===== config.mk =====
export PLATFORM = sky130hd
export DESIGN_NAME = rxiod_clkdiv_delay_ctrl
export DESIGN_NICKNAME = d
export VERILOG_FILES = /design/src/rtl/rxiod_dly_pkg.sv /design/src/rtl/rxiod_dly_sync.sv /design/src/rtl/rxiod_clkdiv_delay_ctrl.sv
export SDC_FILE = /design/constraint.sdc
export NUM_CORES = 1
export LEC_CHECK = 0
export CORE_MARGIN = 1
export CORE_UTILIZATION = 57
export CTS_BUF_LIST = sky130_fd_sc_hd__clkbuf_8
export CTS_CLUSTER_SIZE = 20
export DETAILED_ROUTE_END_ITERATION = 10
export PLACE_DENSITY = 0.81
export SYNTH_ARGS = -nofsm -noshare
export SYNTH_HDL_FRONTEND = slang
export SYNTH_HIERARCHICAL = 1
export SYNTH_SLANG_ARGS = --single-unit

===== constraint.sdc =====
create_clock -name SCLK -period 3.9 [get_ports SCLK]
set_input_delay 0.585 -clock SCLK [delete_from_list [all_inputs] [get_ports SCLK]]
set_output_delay 0.585 -clock SCLK [all_outputs]
set_load 0.01 [all_outputs]

===== src/rtl/rxiod_dly_pkg.sv =====
// Shared encodings for the RX clock-divider delay-line controller: command
// opcodes, FSM states and the settle-counter sizing helper.
package rxiod_dly_pkg;

  typedef enum logic [1:0] {
    OP_LOAD = 2'b00,
    OP_INC  = 2'b01,
    OP_DEC  = 2'b10,
    OP_SLIP = 2'b11
  } op_t;

  typedef enum logic [1:0] {
    S_IDLE   = 2'd0,
    S_PULSE  = 2'd1,
    S_SETTLE = 2'd2,
    S_FIN    = 2'd3
  } state_t;

  // Counter holds SETTLE_CYC-1 down to 0; never narrower than one bit.
  function automatic int settle_cnt_w(input int settle_cyc);
    int w;
    w = $clog2(settle_cyc);
    return (w < 1) ? 1 : w;
  endfunction

endpackage


===== src/rtl/rxiod_dly_sync.sv =====
// Two-flop synchroniser for the delay line's out-of-range status flag.
module rxiod_dly_sync (
  input  logic clk,
  input  logic rst_n,
  input  logic d,
  output logic q
);

  logic meta;

  always_ff @(posedge clk or negedge rst_n) begin
    if (!rst_n) begin
      meta <= 1'b0;
      q    <= 1'b0;
    end else begin
      meta <= d;
      q    <= meta;
    end
  end

endmodule


===== src/rtl/rxiod_clkdiv_delay_ctrl.sv =====
// Issues spaced DIR/MOVE/LOAD/BIT_SLIP pulses to the RXIOD delay line and tracks the tap.
// Define RXIOD_DLY_OOR_SYNC_EN to pass the out-of-range flag through a 2-flop synchroniser.
module rxiod_clkdiv_delay_ctrl
  import rxiod_dly_pkg::*;
#(
  parameter int TAP_W      = 8,
  parameter int TAP_MAX    = 255,
  parameter int SETTLE_CYC = 4
) (
  input  logic             SCLK,
  input  logic             RST_N,
  input  logic             CMD_VALID,
  output logic             CMD_READY,
  input  logic [1:0]       CMD_OP,
  input  logic [TAP_W-1:0] CMD_COUNT,
  output logic             DONE,
  output logic             ERR,
  output logic [TAP_W-1:0] TAP_VAL,
  input  logic             DELAY_LINE_OUT_OF_RANGE,
  output logic             DELAY_LINE_DIR,
  output logic             DELAY_LINE_MOVE,
  output logic             DELAY_LINE_LOAD,
  output logic             BIT_SLIP,
  output state_t           DBG_STATE
);

  localparam int CNT_W = settle_cnt_w(SETTLE_CYC);

  // Handshake: a command is taken on a rising SCLK edge where CMD_VALID and
  // CMD_READY are both high; CMD_READY is high only in IDLE, and CMD_VALID
  // at any other time is dropped, not queued.

  state_t             state;
  op_t                op_q;
  logic [TAP_W-1:0]   steps_left;
  logic [CNT_W-1:0]   settle_cnt;
  logic               oor_s;

  logic               accept;
  op_t                cur_op;
  logic               sat;
  logic               iss_move;
  logic               iss_load;
  logic               iss_slip;
  logic [TAP_W-1:0]   next_tap;

`ifdef RXIOD_DLY_OOR_SYNC_EN
  if (SETTLE_CYC < 3) begin : g_settle_chk
    $error("SETTLE_CYC must be >= 3 when the OOR synchroniser is enabled");
  end

  rxiod_dly_sync u_oor_sync (
    .clk   (SCLK),
    .rst_n (RST_N),
    .d     (DELAY_LINE_OUT_OF_RANGE),
    .q     (oor_s)
  );
`else
  if (SETTLE_CYC < 1) begin : g_settle_chk
    $error("SETTLE_CYC must be >= 1");
  end

  always_ff @(posedge SCLK or negedge RST_N) begin
    if (!RST_N) oor_s <= 1'b0;
    else        oor_s <= DELAY_LINE_OUT_OF_RANGE;
  end
`endif

  assign accept    = (state == S_IDLE) && CMD_VALID && CMD_READY;
  assign DBG_STATE = state;

  // Decode of the step about to be issued: the new opcode at accept,
  // otherwise the latched one at the end of a settle window.
  always_comb begin
    cur_op   = (state == S_IDLE) ? op_t'(CMD_OP) : op_q;
    sat      = 1'b0;
    iss_move = 1'b0;
    iss_load = 1'b0;
    iss_slip = 1'b0;
    next_tap = TAP_VAL;
    case (cur_op)
      OP_LOAD: begin
        iss_load = 1'b1;
        next_tap = '0;
      end
      OP_INC: begin
        sat      = (TAP_VAL == TAP_W'(TAP_MAX));
        iss_move = 1'b1;
        next_tap = TAP_VAL + TAP_W'(1);
      end
      OP_DEC: begin
        sat      = (TAP_VAL == '0);
        iss_move = 1'b1;
        next_tap = TAP_VAL - TAP_W'(1);
      end
      default: begin
        iss_slip = 1'b1;
      end
    endcase
  end

  always_ff @(posedge SCLK or negedge RST_N) begin
    if (!RST_N) begin
      state           <= S_IDLE;
      op_q            <= OP_LOAD;
      steps_left      <= '0;
      settle_cnt      <= '0;
      CMD_READY       <= 1'b0;
      DONE            <= 1'b0;
      ERR             <= 1'b0;
      TAP_VAL         <= '0;
      DELAY_LINE_DIR  <= 1'b0;
      DELAY_LINE_MOVE <= 1'b0;
      DELAY_LINE_LOAD <= 1'b0;
      BIT_SLIP        <= 1'b0;
    end else begin
      DELAY_LINE_MOVE <= 1'b0;
      DELAY_LINE_LOAD <= 1'b0;
      BIT_SLIP        <= 1'b0;
      DONE            <= 1'b0;
      case (state)
        S_IDLE: begin
          CMD_READY <= 1'b1;
          if (accept) begin
            CMD_READY <= 1'b0;
            ERR       <= 1'b0;
            op_q      <= cur_op;
            if (cur_op == OP_INC)      DELAY_LINE_DIR <= 1'b1;
            else if (cur_op == OP_DEC) DELAY_LINE_DIR <= 1'b0;

            if (cur_op != OP_LOAD && CMD_COUNT == '0) begin
              DONE  <= 1'b1;
              state <= S_FIN;
            end else if (sat) begin
              ERR   <= 1'b1;
              DONE  <= 1'b1;
              state <= S_FIN;
            end else begin
              DELAY_LINE_MOVE <= iss_move;
              DELAY_LINE_LOAD <= iss_load;
              BIT_SLIP        <= iss_slip;
              TAP_VAL         <= next_tap;
              steps_left      <= (cur_op == OP_LOAD) ? '0 : CMD_COUNT - TAP_W'(1);
              state           <= S_PULSE;
            end
          end
        end

        S_PULSE: begin
          settle_cnt <= CNT_W'(SETTLE_CYC - 1);
          state      <= S_SETTLE;
        end

        S_SETTLE: begin
          if (settle_cnt != '0) begin
            settle_cnt <= settle_cnt - CNT_W'(1);
          end else if (oor_s) begin
            // Delay line reports out of range: drop whatever steps remain.
            ERR   <= 1'b1;
            DONE  <= 1'b1;
            state <= S_FIN;
          end else if (steps_left == '0) begin
            DONE  <= 1'b1;
            state <= S_FIN;
          end else if (sat) begin
            ERR   <= 1'b1;
            DONE  <= 1'b1;
            state <= S_FIN;
          end else begin
            DELAY_LINE_MOVE <= iss_move;
            DELAY_LINE_LOAD <= iss_load;
            BIT_SLIP        <= iss_slip;
            TAP_VAL         <= next_tap;
            steps_left      <= steps_left - TAP_W'(1);
            state           <= S_PULSE;
          end
        end

        S_FIN: begin
          CMD_READY <= 1'b1;
          state     <= S_IDLE;
        end

        default: begin
          state <= S_IDLE;
        end
      endcase
    end
  end

endmodule


==> metrics.cfg <==
[global_route]
overflow = 0
grt.total_usage_pct = 28.2
antenna_found_initial = 0
grt_max_degree = 31
grt_pass1_vias = 1904
grt_first_pass_wirelength_um = 9130

[timing]
tns_ns = 0
drv_slew = 0
setup_violations = 0
clock.fmax_mhz = 283
final_hold_viol_count = 0
finClkSkew_ns = 0.00938
rsz0062_at_grt = false
finalCriticalPeriod_ns = 3.53
slew_headroom_pct = 65.6
post-route-period-util_pct = 90.5
fin_hold_ws_ns = 0.480
tightest_slew_ns = 0.515

[drt]
dr.pass1.iters = 5
wl_um = 5340
via_count = 1979
via_per_inst = 5.94
drc_errors = 0
wl_per_cell_um = 16.0
drt_first_iter_violations = 173
antenna_left = 0

[cells_and_area]
fin_util_pct = 70.8
fillers = 305
area_growth_pct = 16.5
fin_nets = 316
drive_above_1_share_pct = 10.5
stdcell_count = 333
diodes = 0

[status]
outcome = completed

[floorplanning]
fp.dieH_um = 65.4
initial_core_util_pct = 60.8
dieArea_sq_um = 4280
placementRows = 22
ios = 31
core_sq_um = 3770
die_w_um = 65.4

[place]
dp_hpwl_um = 3660
port_buffers = 30
place_inst = 325
gp_congestion = 0.927

[yosys]
synth_ff_type = dfrtp_1
async_flop_share_pct = 100
synth_cells = 258
synthMuxAreaShare_pct = 1.80
yosys.area_share.simple_pct = 18.5
synth_area_sq_um = 2290
synth_top_family_by_area = compound AO/OA/AOI/OAI gates
synth_top_cell_by_area = dfrtp_1
yosysWarnings = 6
synth.avg_cell_area_sq_um = 8.88
synth_edf_count = 0
ys_seq_area_share_pct = 32.8
yosysUniqueCellTypes = 63
synth_top_area_share_pct = 32.8
syn_nets = 290
ys_ff_latch = 30
synth.area.top_cells = dfrtp_1 (33%), ha_1 (9.8%), a21oi_1 (4.4%)
synth-xor-area-share_pct = 4.59
synth-compound-area-share_pct = 25.2
synth_adder_area_share_pct = 9.83

[min_path]
min_path_type = reg -> reg
hold_path_depth = 2
holdCritStartpoint = op_q[0]$_DFFE_PN0P_

[job]
drv.max_cap_violation_count = 0

[power_and_ir_drop]
ir_worst_vdd_mv = 0.438
powerDensity_nw_per_um2 = 808
p_leak_nw = 1.16

[critical_path]
endpoint_kind = flop
r2r_start = DBG_STATE[1]$_DFFE_PN0P_
worstPathArrival_ns = 3.69
startpoint = DBG_STATE[1]$_DFFE_PN0P_
r2r_slack_ns = 0.37
reg2reg_depth = 12
crit_type = reg -> reg
cp-start-kind = flop
crit_required_ns = 4.07
crit_fanout = 9

[clock_network]
cts.path.max_buffers = 2
cts_tree = done
cts.sinks = 30
insertion_delay_ns = 0.29
h-tree-depth = 2
cts_root_buffer = clkbuf_8
numCtsBuffers = 5
clk_pin_slew_ns = 0.06

[cells in the final DEF (no fill, tap or decap), drive strengths merged, types with 2 or more instances in the layout]
master | Yosys | routed
nor2b | 4 | 4
nor4 | 5 | 5
or3 | 3 | 3
o21ai | 20 | 20
inv | 20 | 21
xor2 | 6 | 6
mux2i | 3 | 3
a31oi | 3 | 3
nand3 | 2 | 2
nor2 | 19 | 19
a21oi | 21 | 21
dfrtp | 30 | 30
ha | 18 | 18
or4 | 2 | 2
and3 | 2 | 2
nor3 | 9 | 9
clkdlybuf4s50 | 0 | 30
clkbuf | 4 | 6
nand4 | 2 | 2
a211o | 2 | 2
or2 | 4 | 4
o211ai | 6 | 6
nand2 | 22 | 22
and2 | 3 | 3
o22a | 2 | 2
buf | 9 | 2
nand3b | 2 | 2
o22ai | 5 | 5
o32a | 4 | 4
a22o | 2 | 2
xnor2 | 6 | 6
o31ai | 2 | 2
[cells by family (layout without fill, tap and decap cells)]
kind of cell	count (synthesis)	in the layout
compound gates	79	79
xor+xnor	12	12
fa+ha+maj	18	18
buf+inv	33	60
flops	30	30
mux	4	4
simple gates	82	82
[per-layer routing]
metal  part of all wire (%)  global-route usage (%)
met5                      0                       0
met4                    1.5                    10.1
met3                    6.3                    7.47
met2                     45                    42.4
met1                     47                    38.9
[layout make-up]
type | instances | area [sq um] | share of cell area (%)
Sequential cell | 30 | 751 | 28.1
Inverter | 20 | 75.1 | 2.81
Multi-Input combinational cell | 195 | 1380 | 51.6
Clock inverter | 2 | 8.76 | 0.328
Clock buffer | 6 | 82.6 | 3.09
Tap cell | 48 | 60.1 | 2.25
Timing Repair Buffer | 32 | 315 | 11.8
[metrics by stage]
step                cell area [sq um]  total power (W)  worst slack [ns]
finish                           2670          0.00216             0.371
global route                     2670          0.00235            0.0422
CTS                              2670          0.00214             0.334
detailed placement               2570          0.00185             0.411
global placement                 2570          0.00182             0.542
floorplan                        2290          0.00155             0.534
[Yosys cell counts (3+ instances only)]
cell type,instances
dfrtp_1,30
nand2_1,22
a21oi_1,20
inv_1,20
ha_1,18
nor2_1,18
o21ai_0,17
nor3_1,9
xnor2_1,6
xor2_1,6
buf_6,5
clkbuf_1,4
nor2b_1,4
nor4_1,4
o22ai_1,4
o32a_1,4
a31oi_1,3
and2_1,3
mux2i_1,3
o211ai_1,3
or2_2,3
[power by group]
part | total [W] | switching (W) | internal (W)
sequential | 0.000561 | 0.000130 | 0.000431
combinational | 0.00133 | 0.000765 | 0.000566
clock | 0.000266 | 0.000126 | 0.000140
[sequential cells by signal, indices dropped and copies added (netlist names)]
name and flops:
DELAY_LINE_MOVE 1, DELAY_LINE_DIR 1, BIT_SLIP 1, DBG_STATE 2
CMD_READY 1, op_q 2, DONE 1, DELAY_LINE_LOAD 1
ERR 1, oor_s 1, TAP_VAL 8, steps_left 8
settle_cnt 2
[critical path: stages, from the launching register on]
cell and delay (ns):
dfrtp_1 0.42, inv_1 0.12, ha_1 0.37, mux2i_2 0.38
inv_1 0.15, ha_1 0.35, ha_1 0.28, nor2b_1 0.13
o21ai_0 0.21, a21oi_1 0.14, a2111oi_4 0.43, mux2i_1 0.30
o211ai_2 0.11
[repair_timing]
| action | in CTS | in global routing |
|---|---|---|
| hold buffers | 0 | 0 |
| resized for setup | 0 | 1 |
| setup endpoints to repair | 0 | 1 |
| setup buffers | 0 | 0 |
[path summary, 6_finish.rpt]
| path | end |
|---|---|
| setup / recovery | TAP_VAL[7]$_DFFE_PN0P_ |
| hold / removal | op_q[0]$_DFFE_PN0P_ |
| setup reg to reg | TAP_VAL[7]$_DFFE_PN0P_ |
| hold reg to reg | op_q[0]$_DFFE_PN0P_ |
| max in group asynchronous | steps_left[7]$_DFFE_PN0P_ |
| min in group asynchronous | DELAY_LINE_DIR$_DFFE_PN0P_ |
Power figures use the tool's default switching activity.
